[config.mk]
export PLATFORM = sky130hd
export DESIGN_NAME = ahb3lite_dma_master_arb
export DESIGN_NICKNAME = d
export VERILOG_FILES = /design/src/rtl/ahb3lite_dma_master_arb.sv
export SDC_FILE = /design/constraint.sdc
export NUM_CORES = 1
export LEC_CHECK = 0
export ABC_AREA = 0
export ABC_CLOCK_PERIOD_IN_PS = 2500
export CAP_MARGIN = 20
export CORE_AREA = 2 2 131 133
export DETAILED_ROUTE_END_ITERATION = 8
export DIE_AREA = 0 0 133 135
export PLACE_DENSITY = 0.49
export SYNTH_ARGS = -nofsm -noshare
export SYNTH_HDL_FRONTEND = slang
export SYNTH_SLANG_ARGS = --single-unit
[constraint.sdc]
create_clock -name clk_i -period 2.5 [get_ports clk_i]
set_input_delay 0.25 -clock clk_i [delete_from_list [all_inputs] [get_ports clk_i]]
set_output_delay 0.25 -clock clk_i [all_outputs]
set_load 0.01 [all_outputs]
[src/rtl/ahb3lite_dma_master_arb.sv]
// Shares one AHB3-Lite master port between two requesters.
// The address phase goes to the current grant holder and the data phase to the previous one.
module ahb3lite_dma_master_arb #(
  parameter int HADDR_SIZE = 32,
  parameter int HDATA_SIZE = 32
) (
  input  logic                  clk_i,
  input  logic                  rst_i,
  input  logic                  s0HSEL,
  input  logic [HADDR_SIZE-1:0] s0HADDR,
  input  logic [HDATA_SIZE-1:0] s0HWDATA,
  input  logic                  s0HWRITE,
  input  logic [2:0]            s0HSIZE,
  input  logic [2:0]            s0HBURST,
  input  logic [3:0]            s0HPROT,
  input  logic [1:0]            s0HTRANS,
  output logic                  s0HREADY,
  output logic [HDATA_SIZE-1:0] s0HRDATA,
  output logic                  s0HRESP,
  input  logic                  s1HSEL,
  input  logic [HADDR_SIZE-1:0] s1HADDR,
  input  logic [HDATA_SIZE-1:0] s1HWDATA,
  input  logic                  s1HWRITE,
  input  logic [2:0]            s1HSIZE,
  input  logic [2:0]            s1HBURST,
  input  logic [3:0]            s1HPROT,
  input  logic [1:0]            s1HTRANS,
  output logic                  s1HREADY,
  output logic [HDATA_SIZE-1:0] s1HRDATA,
  output logic                  s1HRESP,
  output logic                  mHSEL,
  output logic [HADDR_SIZE-1:0] mHADDR,
  output logic [HDATA_SIZE-1:0] mHWDATA,
  output logic                  mHWRITE,
  output logic [2:0]            mHSIZE,
  output logic [2:0]            mHBURST,
  output logic [3:0]            mHPROT,
  output logic [1:0]            mHTRANS,
  input  logic [HDATA_SIZE-1:0] mHRDATA,
  input  logic                  mHREADY,
  input  logic                  mHRESP,
  output logic                  mHMASTER
);

  // state | meaning
  // GNT0  | requester 0 owns the address phase
  // GNT1  | requester 1 owns the address phase
  typedef enum logic {GNT0 = 1'b0, GNT1 = 1'b1} gnt_t;

  localparam logic [1:0] HTRANS_IDLE = 2'b00;

  gnt_t r_gnt;
  logic r_dgnt;
  logic w_req0, w_req1, w_own_idle, w_other_req;

  // NONSEQ and SEQ both have HTRANS[1] set; BUSY does not count as a new request
  assign w_req0      = s0HTRANS[1];
  assign w_req1      = s1HTRANS[1];
  assign w_own_idle  = (r_gnt == GNT0) ? (s0HTRANS == HTRANS_IDLE) : (s1HTRANS == HTRANS_IDLE);
  assign w_other_req = (r_gnt == GNT0) ? w_req1 : w_req0;

  // Only an IDLE owner can lose the grant, so bursts and BUSY cycles are never split
  always_ff @(posedge clk_i) begin
    if (rst_i) begin
      r_gnt  <= GNT0;
      r_dgnt <= 1'b0;
    end else if (mHREADY) begin
      r_dgnt <= (r_gnt == GNT1);
      if (w_own_idle && w_other_req)
        r_gnt <= (r_gnt == GNT0) ? GNT1 : GNT0;
    end
  end

  always_comb begin
    mHSEL   = s0HSEL;
    mHADDR  = s0HADDR;
    mHWRITE = s0HWRITE;
    mHSIZE  = s0HSIZE;
    mHBURST = s0HBURST;
    mHPROT  = s0HPROT;
    mHTRANS = s0HTRANS;
    if (r_gnt == GNT1) begin
      mHSEL   = s1HSEL;
      mHADDR  = s1HADDR;
      mHWRITE = s1HWRITE;
      mHSIZE  = s1HSIZE;
      mHBURST = s1HBURST;
      mHPROT  = s1HPROT;
      mHTRANS = s1HTRANS;
    end
    if (rst_i) begin
      mHSEL   = 1'b0;
      mHTRANS = HTRANS_IDLE;
    end
  end

  assign mHMASTER = !rst_i && (r_gnt == GNT1);
  assign mHWDATA  = r_dgnt ? s1HWDATA : s0HWDATA;

  assign s0HRDATA = rst_i ? '0 : mHRDATA;
  assign s1HRDATA = rst_i ? '0 : mHRDATA;
  assign s0HRESP  = !rst_i && !r_dgnt && mHRESP;
  assign s1HRESP  = !rst_i &&  r_dgnt && mHRESP;

  // A stalled non-owner that is idle has nothing pending, so it may see ready
  assign s0HREADY = rst_i ? 1'b1 : (r_gnt == GNT0) ? mHREADY : (s0HTRANS == HTRANS_IDLE);
  assign s1HREADY = rst_i ? 1'b1 : (r_gnt == GNT1) ? mHREADY : (s1HTRANS == HTRANS_IDLE);

endmodule

==> results.py, run 1 <==
metrics = {
    "run_status": {
        "status": "finished clean",
    },
    "logic_synthesis": {
        "synth.net_count": 366,
        "synth-edff-count": 0,
        "synth_seq_cells": 2,
        "netlist_area_um2": 1600,
        "yosys.area.top_type": "mux2_2",
        "synthCells": 174,
        "synth_ff_type": "dfxtp_1",
        "ys_top_cells_by_count": "74 x mux2_2, 32 x buf_4, 32 x nor2b_1, 10 x buf_6, 5 x nor2_1",
        "syn_area_per_cell_um2": 9.20,
        "yosys-top-cells-area": "mux2_2 52%, buf_4 15%, nor2b_1 13%",
        "ys_async_sr_fraction_pct": 0,
        "yosysMostFrequentCell": "mux2_2",
        "synth_top_area_share_pct": 52.1,
        "synth_warnings": 0,
        "seq_area_frac_synth_pct": 2.50,
        "synth.distinct_cells": 19,
    },
    "placed_design": {
        "placed_area_um2": 4920,
        "dp_slack_ns": 0.558,
        "io_buffers": 338,
        "dp_hpwl_mm": 9.18,
        "place.gp.congestion": 0.806,
    },
    "setup_path": {
        "rr_worst_depth": 2,
        "worstPathRequired_ns": 2.25,
        "worstSetupEndpointType": "output port",
        "critical-path-top-delay-family": "buffers and inverters",
        "cp.depth": 3,
        "cp_num_buf_inv": 2,
        "arrival_ns": 1.90,
        "cp_slowest_stage_delay_ns": 0.52,
        "worstPathCellList": "buf_12 > mux2_2 > clkdlybuf4s50_1",
        "cp_max_fo": 39,
        "worstSetupPathType": "flip-flop to output port",
        "setup.worst_path.start_class": "flip-flop",
        "cpMaxStageDelayCell": "dfxtp_2",
    },
    "clock_network": {
        "post_cts_buffers": 0,
        "ctsHoldBuffers": 0,
        "clkSlewWorstSetupHoldPaths_ns": 0.03,
        "clockRootBuffer": "clkbuf_16",
        "clock_path_buffers": 2,
        "cts_made_buffers": 3,
        "cts_sinks": 2,
        "cts_resized": 0,
        "cts_max_level": 1,
        "clock_latency_ns": 0.22,
        "cts_tree": "yes",
    },
    "finish": {
        "drive_gt1_share_pct": 17.8,
        "area_growth_pct": 212,
        "fillers": 1645,
        "nNetsFinal": 666,
        "final_area_um2": 5000,
        "num_antenna_cells": 0,
    },
    "floorplanning": {
        "start_util_pct": 9.75,
        "rows": 47,
        "core-area_um2": 16400,
        "dieWidth_um": 133,
        "ios": 339,
        "die_h_um": 135,
        "die-area_um2": 18000,
    },
    "hold_path": {
        "hold_path.class": "input port to flip-flop",
        "holdPathStages": 2,
    },
    "detailed_routing": {
        "viasPerCell": 3.52,
        "dr.pass1.iters": 4,
        "drtAntennaViolNets": 0,
        "wl_per_cell_um": 15.4,
        "drt_drc_violations_left": 0,
        "num_vias": 2433,
        "drtIter0Drc": 26,
        "routed_wl_mm": 10.7,
    },
    "sta": {
        "rsz0062_at_grt": "no",
        "fmax_ghz": 0.464,
        "fin_crit_sh_pct": 86.2,
        "tightest_slew_ns": 0.771,
        "final_max_slew_viol_count": 0,
        "tns_ns": 0,
        "slew_headroom_pct": 48.6,
        "hold_ws_ns": 0.623,
        "setup_ws_ns": 0.346,
        "clock_skew_ns": 0.000446,
        "period_needed_ns": 2.15,
        "hold_violations": 0,
        "setup_viol": 0,
    },
    "global_routing": {
        "antenna_found_initial": 0,
        "overflow": 0,
        "grt_max_degree": 43,
        "grt_pass1_wl_mm": 14.8,
        "grt_pass1_vias": 2634,
        "grtUsageTotal_pct": 10.5,
    },
    "power": {
        "irDropWorstVdd_mv": 0.148,
        "power_density_nw_per_um2": 219,
        "p_leak_nw": 1.77,
    },
    "run": {
        "cap_violations": 0,
    },
}
==> power breakdown <==
group          switching [mW]  internal [mW]  leakage, nW  total (mW)
registers             0.00309         0.0332       0.0167      0.0363
logic                   0.244          0.574         1.71       0.818
clock network          0.0367          0.204       0.0370       0.240
total                   0.284          0.810         1.77        1.09
==> per-stage QoR <==
step | power (mW) | instances | utilization, %
after floorplan | 0.298 | 174 | -
after global placement | 0.863 | 689 | 30.0
after detailed placement | 0.859 | 689 | 30.0
after CTS | 1.11 | 692 | 30.5
after global routing | 1.15 | 692 | 30.5
final | 1.09 | 692 | 30.5
==> layout by cell type, fill, tap and decap left out <==
master	Yosys	routed
and4bb_1	1	1
a21oi_1	1	1
nor2b_1	32	32
mux2i_1	4	4
mux2_1	1	1
and3b_1	1	1
dfxtp_1	2	1
buf_12	0	1
dfxtp_2	0	1
a221oi_2	1	1
clkdlybuf4s50_1	0	337
nor3b_1	2	2
buf_4	32	2
o31ai_1	1	1
inv_2	1	1
buf_2	1	1
nor2_1	5	5
a211o_1	1	1
clkbuf_16	0	3
nand4bb_1	1	1
mux2_2	74	74
==> cells by family (layout without fill, tap and decap cells) <==
kind of cell / Yosys count / count (layout) / share of synthesized area (%)
compound gates: 4 / 4 / 2.27
buf+inv: 47 / 345 / 23.3
flops: 2 / 2 / 2.50
mux: 79 / 79 / 55.3
simple gates: 42 / 42 / 16.7
==> sequential cells by signal, indices dropped and copies added (netlist names) <==
| name | cells |
|---|---|
| r_gnt | 1 |
| r_dgnt | 1 |
==> worst register-to-register path, delay by kind of cell (launching register included) <==
kind	cells	cell delay [ns]
flops	1	0.52
compound gates	1	0.06
simple gates	1	0.26
==> final timing paths <==
kind,from,end,slack [ns]
worst min register to register,r_gnt,r_gnt,0.64
worst max-delay path,r_gnt,mHADDR[30],0.35
worst max register to register,r_gnt,r_gnt,1.49
worst min-delay path,rst_i,r_dgnt,0.62
==> cell type report <==
| cell class | count | area [um2] | area share, % |
|---|---|---|---|
| Tap cell | 220 | 275 | 5.51 |
| Sequential cell | 2 | 41.3 | 0.826 |
| Clock buffer | 3 | 75.1 | 1.50 |
| Multi-Input combinational cell | 125 | 1190 | 23.8 |
| Inverter | 1 | 3.75 | 0.0751 |
| Timing Repair Buffer | 341 | 3410 | 68.3 |
==> layer usage <==
layer  vias to the layer above  share of wire, %  wire length, um  GRT usage, %
li1                       1169                 -                -             -
met2                       175                53             5640          20.7
met4                         0              0.87               93          2.21
met3                         8               8.6              916          2.52
met1                      1081                38             4020          11.4
met5                         -                 0                0             0
Note: power is estimated with default switching activity, not from simulation.
==> run 2: changes to the inputs <==
--- a/config.mk
+++ b/config.mk
@@ -12,6 +12,7 @@
 export DETAILED_ROUTE_END_ITERATION = 8
 export DIE_AREA = 0 0 133 135
 export PLACE_DENSITY = 0.49
+export SKIP_LAST_GASP = 1
 export SYNTH_ARGS = -nofsm -noshare
 export SYNTH_HDL_FRONTEND = slang
 export SYNTH_SLANG_ARGS = --single-unit
==> results of run 2 <==
The final DEF is identical to that of run 1; final timing and power are the same.
